File: src/rtl/axil_pkg.sv
// Shared types for the AXI4-Lite command master: response codes, master FSM states
// and the register map of the downstream counter peripheral.
package axil_pkg;

  typedef enum logic [1:0] {
    OKAY   = 2'd0,
    EXOKAY = 2'd1,
    SLVERR = 2'd2,
    DECERR = 2'd3
  } axil_resp_e;

  typedef enum logic [2:0] {
    IDLE,
    WR_AW_W,
    WR_B,
    RD_AR,
    RD_R,
    RSP
  } axil_mst_state_e;

  localparam logic [7:0] CTRL_OFFSET     = 8'h00;
  localparam logic [7:0] COUNT_OFFSET    = 8'h04;
  localparam logic [7:0] INIT_VAL_OFFSET = 8'h08;

endpackage

File: src/rtl/axil_master_wdog.sv
// Transaction watchdog for axil_cmd_master; only built with AXIL_MASTER_TIMEOUT_EN.
// Raises expired while busy once TIMEOUT_CYCLES cycles have elapsed since command accept.
module axil_master_wdog #(
  parameter int TIMEOUT_CYCLES = 256
) (
  input  logic clk,
  input  logic rst_n,
  input  logic clear,
  input  logic busy,
  output logic expired
);

  localparam int CNT_W = $clog2(TIMEOUT_CYCLES + 1);

  logic [CNT_W-1:0] cnt_q, cnt_d;

  assign expired = busy && (cnt_q == CNT_W'(TIMEOUT_CYCLES - 1));

  // The accept cycle itself counts as the first cycle, so the abort lands in RSP
  // exactly TIMEOUT_CYCLES cycles after the command was taken.
  always_comb begin
    cnt_d = cnt_q;
    if (clear) begin
      cnt_d = CNT_W'(1);
    end else if (busy && !expired) begin
      cnt_d = cnt_q + CNT_W'(1);
    end
  end

  always_ff @(posedge clk or negedge rst_n) begin
    if (!rst_n) begin
      cnt_q <= '0;
    end else begin
      cnt_q <= cnt_d;
    end
  end

endmodule

File: src/rtl/axil_cmd_master.sv
// Single-outstanding AXI4-Lite master: one valid/ready command -> one AXI transaction -> one response.
// Optional watchdog abort is enabled by defining AXIL_MASTER_TIMEOUT_EN.
module axil_cmd_master
  import axil_pkg::*;
#(
  parameter int ADDR_W         = 32,
  parameter int DATA_W         = 32,
  parameter int TIMEOUT_CYCLES = 256
) (
  input  logic                clk,
  input  logic                rst_n,
  input  logic                cmd_valid,
  output logic                cmd_ready,
  input  logic                cmd_write,
  input  logic [ADDR_W-1:0]   cmd_addr,
  input  logic [DATA_W-1:0]   cmd_wdata,
  input  logic [DATA_W/8-1:0] cmd_wstrb,
  output logic                rsp_valid,
  input  logic                rsp_ready,
  output logic [DATA_W-1:0]   rsp_rdata,
  output logic [1:0]          rsp_resp,
  output logic                rsp_timeout,
  output logic                awvalid,
  input  logic                awready,
  output logic [ADDR_W-1:0]   awaddr,
  output logic                wvalid,
  input  logic                wready,
  output logic [DATA_W-1:0]   wdata,
  output logic [DATA_W/8-1:0] wstrb,
  input  logic                bvalid,
  output logic                bready,
  input  logic [1:0]          bresp,
  output logic                arvalid,
  input  logic                arready,
  output logic [ADDR_W-1:0]   araddr,
  input  logic                rvalid,
  output logic                rready,
  input  logic [DATA_W-1:0]   rdata,
  input  logic [1:0]          rresp
);

  axil_mst_state_e     state_q, state_d;
  logic [ADDR_W-1:0]   addr_q, addr_d;
  logic [DATA_W-1:0]   wdata_q, wdata_d;
  logic [DATA_W/8-1:0] wstrb_q, wstrb_d;
  logic [DATA_W-1:0]   rdata_q, rdata_d;
  axil_resp_e          resp_q, resp_d;
  logic                aw_done_q, aw_done_d;
  logic                w_done_q, w_done_d;
  logic                live_q;
  logic                cmd_fire;
  logic                abort;

  // live_q keeps cmd_ready low while rst_n is asserted, even though the state is IDLE.
  assign cmd_ready = live_q && (state_q == IDLE);
  assign cmd_fire  = cmd_valid && cmd_ready;

  // All AXI valids/readies decode from registered state only, never from a ready input.
  assign awvalid   = (state_q == WR_AW_W) && !aw_done_q;
  assign wvalid    = (state_q == WR_AW_W) && !w_done_q;
  assign bready    = (state_q == WR_B);
  assign arvalid   = (state_q == RD_AR);
  assign rready    = (state_q == RD_R);
  assign awaddr    = addr_q;
  assign araddr    = addr_q;
  assign wdata     = wdata_q;
  assign wstrb     = wstrb_q;
  assign rsp_valid = (state_q == RSP);
  assign rsp_rdata = rdata_q;
  assign rsp_resp  = resp_q;

`ifdef AXIL_MASTER_TIMEOUT_EN
  logic timeout_q, timeout_d;

  axil_master_wdog #(
    .TIMEOUT_CYCLES(TIMEOUT_CYCLES)
  ) u_wdog (
    .clk    (clk),
    .rst_n  (rst_n),
    .clear  (cmd_fire),
    .busy   ((state_q == WR_AW_W) || (state_q == WR_B) || (state_q == RD_AR) || (state_q == RD_R)),
    .expired(abort)
  );

  always_comb begin
    timeout_d = timeout_q;
    if (cmd_fire) begin
      timeout_d = 1'b0;
    end else if (abort) begin
      timeout_d = 1'b1;
    end
  end

  always_ff @(posedge clk or negedge rst_n) begin
    if (!rst_n) begin
      timeout_q <= 1'b0;
    end else begin
      timeout_q <= timeout_d;
    end
  end

  assign rsp_timeout = timeout_q;
`else
  assign abort       = 1'b0;
  assign rsp_timeout = 1'b0;
`endif

  always_comb begin
    state_d   = state_q;
    addr_d    = addr_q;
    wdata_d   = wdata_q;
    wstrb_d   = wstrb_q;
    rdata_d   = rdata_q;
    resp_d    = resp_q;
    aw_done_d = aw_done_q;
    w_done_d  = w_done_q;
    case (state_q)
      IDLE: begin
        if (cmd_fire) begin
          addr_d    = cmd_addr;
          wdata_d   = cmd_wdata;
          wstrb_d   = cmd_wstrb;
          aw_done_d = 1'b0;
          w_done_d  = 1'b0;
          state_d   = cmd_write ? WR_AW_W : RD_AR;
        end
      end
      WR_AW_W: begin
        if (awvalid && awready) aw_done_d = 1'b1;
        if (wvalid && wready)   w_done_d  = 1'b1;
        if (aw_done_d && w_done_d) state_d = WR_B;
      end
      WR_B: begin
        if (bvalid) begin
          resp_d  = axil_resp_e'(bresp);
          rdata_d = '0;
          state_d = RSP;
        end
      end
      RD_AR: begin
        if (arready) state_d = RD_R;
      end
      RD_R: begin
        if (rvalid) begin
          rdata_d = rdata;
          resp_d  = axil_resp_e'(rresp);
          state_d = RSP;
        end
      end
      RSP: begin
        if (rsp_ready) state_d = IDLE;
      end
      default: state_d = IDLE;
    endcase
    // Watchdog abort overrides any handshake completing in the same cycle.
    if (abort) begin
      state_d = RSP;
      resp_d  = SLVERR;
      rdata_d = '0;
    end
  end

  always_ff @(posedge clk or negedge rst_n) begin
    if (!rst_n) begin
      state_q   <= IDLE;
      addr_q    <= '0;
      wdata_q   <= '0;
      wstrb_q   <= '0;
      rdata_q   <= '0;
      resp_q    <= OKAY;
      aw_done_q <= 1'b0;
      w_done_q  <= 1'b0;
      live_q    <= 1'b0;
    end else begin
      state_q   <= state_d;
      addr_q    <= addr_d;
      wdata_q   <= wdata_d;
      wstrb_q   <= wstrb_d;
      rdata_q   <= rdata_d;
      resp_q    <= resp_d;
      aw_done_q <= aw_done_d;
      w_done_q  <= w_done_d;
      live_q    <= 1'b1;
    end
  end

endmodule

File: config.mk
export PLATFORM = sky130hd
export DESIGN_NAME = axil_cmd_master
export DESIGN_NICKNAME = d
export VERILOG_FILES = /design/src/rtl/axil_pkg.sv /design/src/rtl/axil_master_wdog.sv /design/src/rtl/axil_cmd_master.sv
export SDC_FILE = /design/constraint.sdc
export NUM_CORES = 1
export LEC_CHECK = 0
export BUFFER_PORTS_ARGS = -buffer_cell sky130_fd_sc_hd__buf_2
export CAP_MARGIN = 0
export CORE_UTILIZATION = 45
export DETAILED_ROUTE_END_ITERATION = 8
export PLACE_DENSITY = 0.81
export SYNTH_ARGS = -nofsm -noshare
export SYNTH_HDL_FRONTEND = slang
export SYNTH_SLANG_ARGS = --single-unit
File: constraint.sdc
create_clock -name clk -period 2.6 [get_ports clk]
set_input_delay 0.52 -clock clk [delete_from_list [all_inputs] [get_ports clk]]
set_output_delay 0.52 -clock clk [all_outputs]
set_load 0.03 [all_outputs]
==> summary.md <==
| Metric | Value |
|---|---|
| Outcome | finished, final reports clean |
| Critical Path Fanout Max | 9 |
| Sw Ratio | 46.58% |
| Worst IR Drop VDD | 0.8741 mV |
| Die width | 104.1 um |
| Setup slack at placement | 0.7489 ns |
| Row count | 36 |
| Cts repair resizes | 0 |
| Post-route ant nets | 0 |
| Max Slew Vio Count | 0 |
| Setup repair bufs after CTS | 0 |
| RSZ-0062 raised after global routing | no |
| Final WL | 10240 um |
| Max clock buf depth | 2 |
| DR pass1 iterations | 4 |
| Overall routing resource usage | 19.44% |
| # fillers | 815 |
| Number of enable flip-flop cells after synthesis | 0 |
| Critical Path AT | 1.57 ns |
| Full die area | 10840 sq um |
| Remaining Overflow, GRT | 0 |
| Clk_lat worst skew | 0.35 ns |
| Final Wtd Congestion | 0.8052 |
| Ratio of cells with drive above 1 in the final layout | 65.04% |
| CTS tree | yes |
| Library cells used by synthesis | 28 |
| CP Launch Type | flop |
| Switching power total | 4.154 mW |
| Vias in the first global route | 3276 |
| Total number of H-tree levels | 3 |
| Gate count of the mapped netlist | 305 |
| FFs w/ async S/R, synth | 100.0% |
| Setup_tns | 0 ns |
| LEAKAGE | 3.243 nW |
| Share of the synthesized area in the top cell type | 57.62% |
| Initial antenna violation count | 0 |
| Initial Util | 47.12% |
| Mapped Area | 4691 sq um |
| Dominant synthesized flop cell | dfrtp_1 |
| Most frequent CP cell | nor2_1 |
| Clock Skew | 0.006488 ns |
| Pwr dens | 1483 nW/um^2 |
| CTS Hold Bufs | 0 |
| Number of max-cap violations | 0 |
| Fin util | 60.41% |
| I/O pins | 256 |
| Worst path cell trace | nor2_1, nand2_1, nor2_1, buf_2 |
| Detailed-route via count | 3225 |
| Final Hold Fails | 0 |
| WL/cell | 15.39 um |
| CTS Buf Count | 9 |
| Minimum clock period | 2.094 ns |
| Clock Pin Slew Worst Setup and Hold Paths | 0.09 ns |
| Vias per Instance | 4.850 |
| Seq cells post-synth | 108 |
| Iter 0 DRT Violations | 136 |
| Post-synthesis sequential area ratio | 57.62% |
| Setup ws final | 0.5059 ns |
| Clock network fraction of total power | 10.5% |
| Ys Warns | 0 |
| Average size of a mapped cell | 15.38 sq um |
| Port Buffer Count | 254 |
| Int Pwr | 4.764 mW |
| Area of the core | 9955 sq um |
| Sequential power share | 33.8% |
| DRC violations left | 0 |
| Bufs and invs on worst path | 1 |
| Antenna fix cells | 0 |
| Synth-to-Final Area Change | 28.19% |
| Post-synthesis net count | 419 |
| Max stage delay on crit path | 0.52 ns |
| Crit path max-delay cell type | dfrtp_1 |
| Layout Nets | 641 |
| Critical Path RT | 2.08 ns |
| Final setup viols | 0 |
| Setup Crit Path Kind | flop to output port |
| Hold crit path type | input port to asynchronous set/reset pin |
| Die Ht | 104.1 um |
| Global-route wire length before repair | 16730 um |
| Largest net degree at the start of global routing | 57 |
| FMAX | 477.5 MHz |
| Post-synth top area cell | dfrtp_1 |
| Comb power frac | 55.7% |
| CP top delay family | flip-flops |
| CTS sink cnt | 108 |
| Crit end category | output port |
| Synth area leaders | dfrtp_1, mux2_4, a22o_1 |
| Final period utilization | 80.54% |
| Hpwl dp | 7620 um |
| Root buf cell | clkbuf_8 |
==> cells by family (layout without fill, tap and decap cells) <==
kind of cell / Yosys count / in the layout / synth area share (%)
AOI/OAI and AO/OA: 42 / 42 / 7.336
other: 2 / 2 / 0.1601
muxes: 72 / 72 / 22.65
DFF: 108 / 108 / 57.62
and+or+nand+nor: 29 / 29 / 3.788
buffers and inverters: 52 / 279 / 8.456
==> final cells by class <==
cell class / count / area [sq um] / share of cell area (%)
Clock buffer: 15 / 176.4 / 2.934
Timing Repair Buffer: 261 / 1364 / 22.68
Inverter: 2 / 7.507 / 0.1248
Tap cell: 133 / 166.4 / 2.767
Clock inverter: 1 / 5.005 / 0.08323
Multi-Input combinational cell: 145 / 1592 / 26.47
Sequential cell: 108 / 2703 / 44.94
==> power groups by stage <==
stage / combinational, mW / clock [mW] / sequential (mW)
after floorplan: 2.50 / 0 / 4.46
final: 4.97 / 0.938 / 3.01
after detailed placement: 5.00 / 0 / 3.03
after global placement: 4.91 / 0 / 3.00
after CTS: 5.00 / 0.977 / 3.02
after global routing: 5.20 / 1.05 / 3.12
==> Yosys cell counts, drive strengths merged, types with 2 or more instances <==
library cell	n
mux2i	3
mux2	69
nand2b	3
o21ai	4
nor3b	2
buf	50
conb	2
a22o	32
dfrtp	108
nand2	9
nor2	8
and2	2
and3b	2
inv	2
a21oi	2
==> cells in the final DEF (no fill, tap or decap), drive strengths merged <==
| master | instances |
|---|---|
| conb | 2 |
| nor2b | 1 |
| mux2 | 69 |
| a21oi | 2 |
| and3 | 1 |
| o211ai | 1 |
| a22o | 32 |
| mux2i | 3 |
| buf | 261 |
| nand2b | 3 |
| nor3b | 2 |
| inv | 2 |
| o2111ai | 1 |
| nand2 | 9 |
| o22ai | 1 |
| and2 | 2 |
| nor4 | 1 |
| clkbuf | 15 |
| a211oi | 1 |
| clkinv | 1 |
| and3b | 2 |
| nor2 | 8 |
| o21ai | 4 |
| dfrtp | 108 |
==> state kept, by name (all words and copies together), names as in the netlist <==
| register | count |
|---|---|
| araddr | 32 |
| rsp_rdata | 32 |
| wdata | 32 |
| wstrb | 4 |
| state_q | 3 |
| rsp_resp | 2 |
| aw_done_q | 1 |
| live_q | 1 |
| w_done_q | 1 |
==> metrics by stage <==
stage          cell area, sq um  power [mW]  hold WS, ns  cells
2_1_floorplan              4691       6.962       0.2244    305
3_3_place_gp               5832       7.915       0.4330    649
3_5_place_dp               5832       8.031       0.4379    649
4_1_cts                    6013       8.999      0.04133    665
5_1_grt                    6013       9.376      0.04741    665
6_report                   6013       8.917      0.05836    665
==> layer usage <==
layer  up-vias  track usage (%)  routed length [um]
li1       1474                -                   -
met1      1597            23.70                4236
met2       146            34.86                5370
met3         8            3.258                 532
met4         0            6.429                  98
met5         -                0                   0
==> path summary, 6_finish.rpt <==
path | cells after the start | startpoint | endpoint | slack (ns)
worst max-delay path | 4 | state_q[1] | awvalid | 0.51
min in group clk | 2 | rdata[7] | rsp_rdata[7] | 0.38
worst max register to register | 3 | state_q[1] | wdata[5] | 0.83
max in group asynchronous | 2 | rst_n | rsp_rdata[14] | 1.84
worst min register to register | 2 | rsp_resp[1] | rsp_resp[1] | 0.50
worst min-delay path | 1 | rst_n | wdata[22] | 0.06
(Power assumes the default switching activity.)
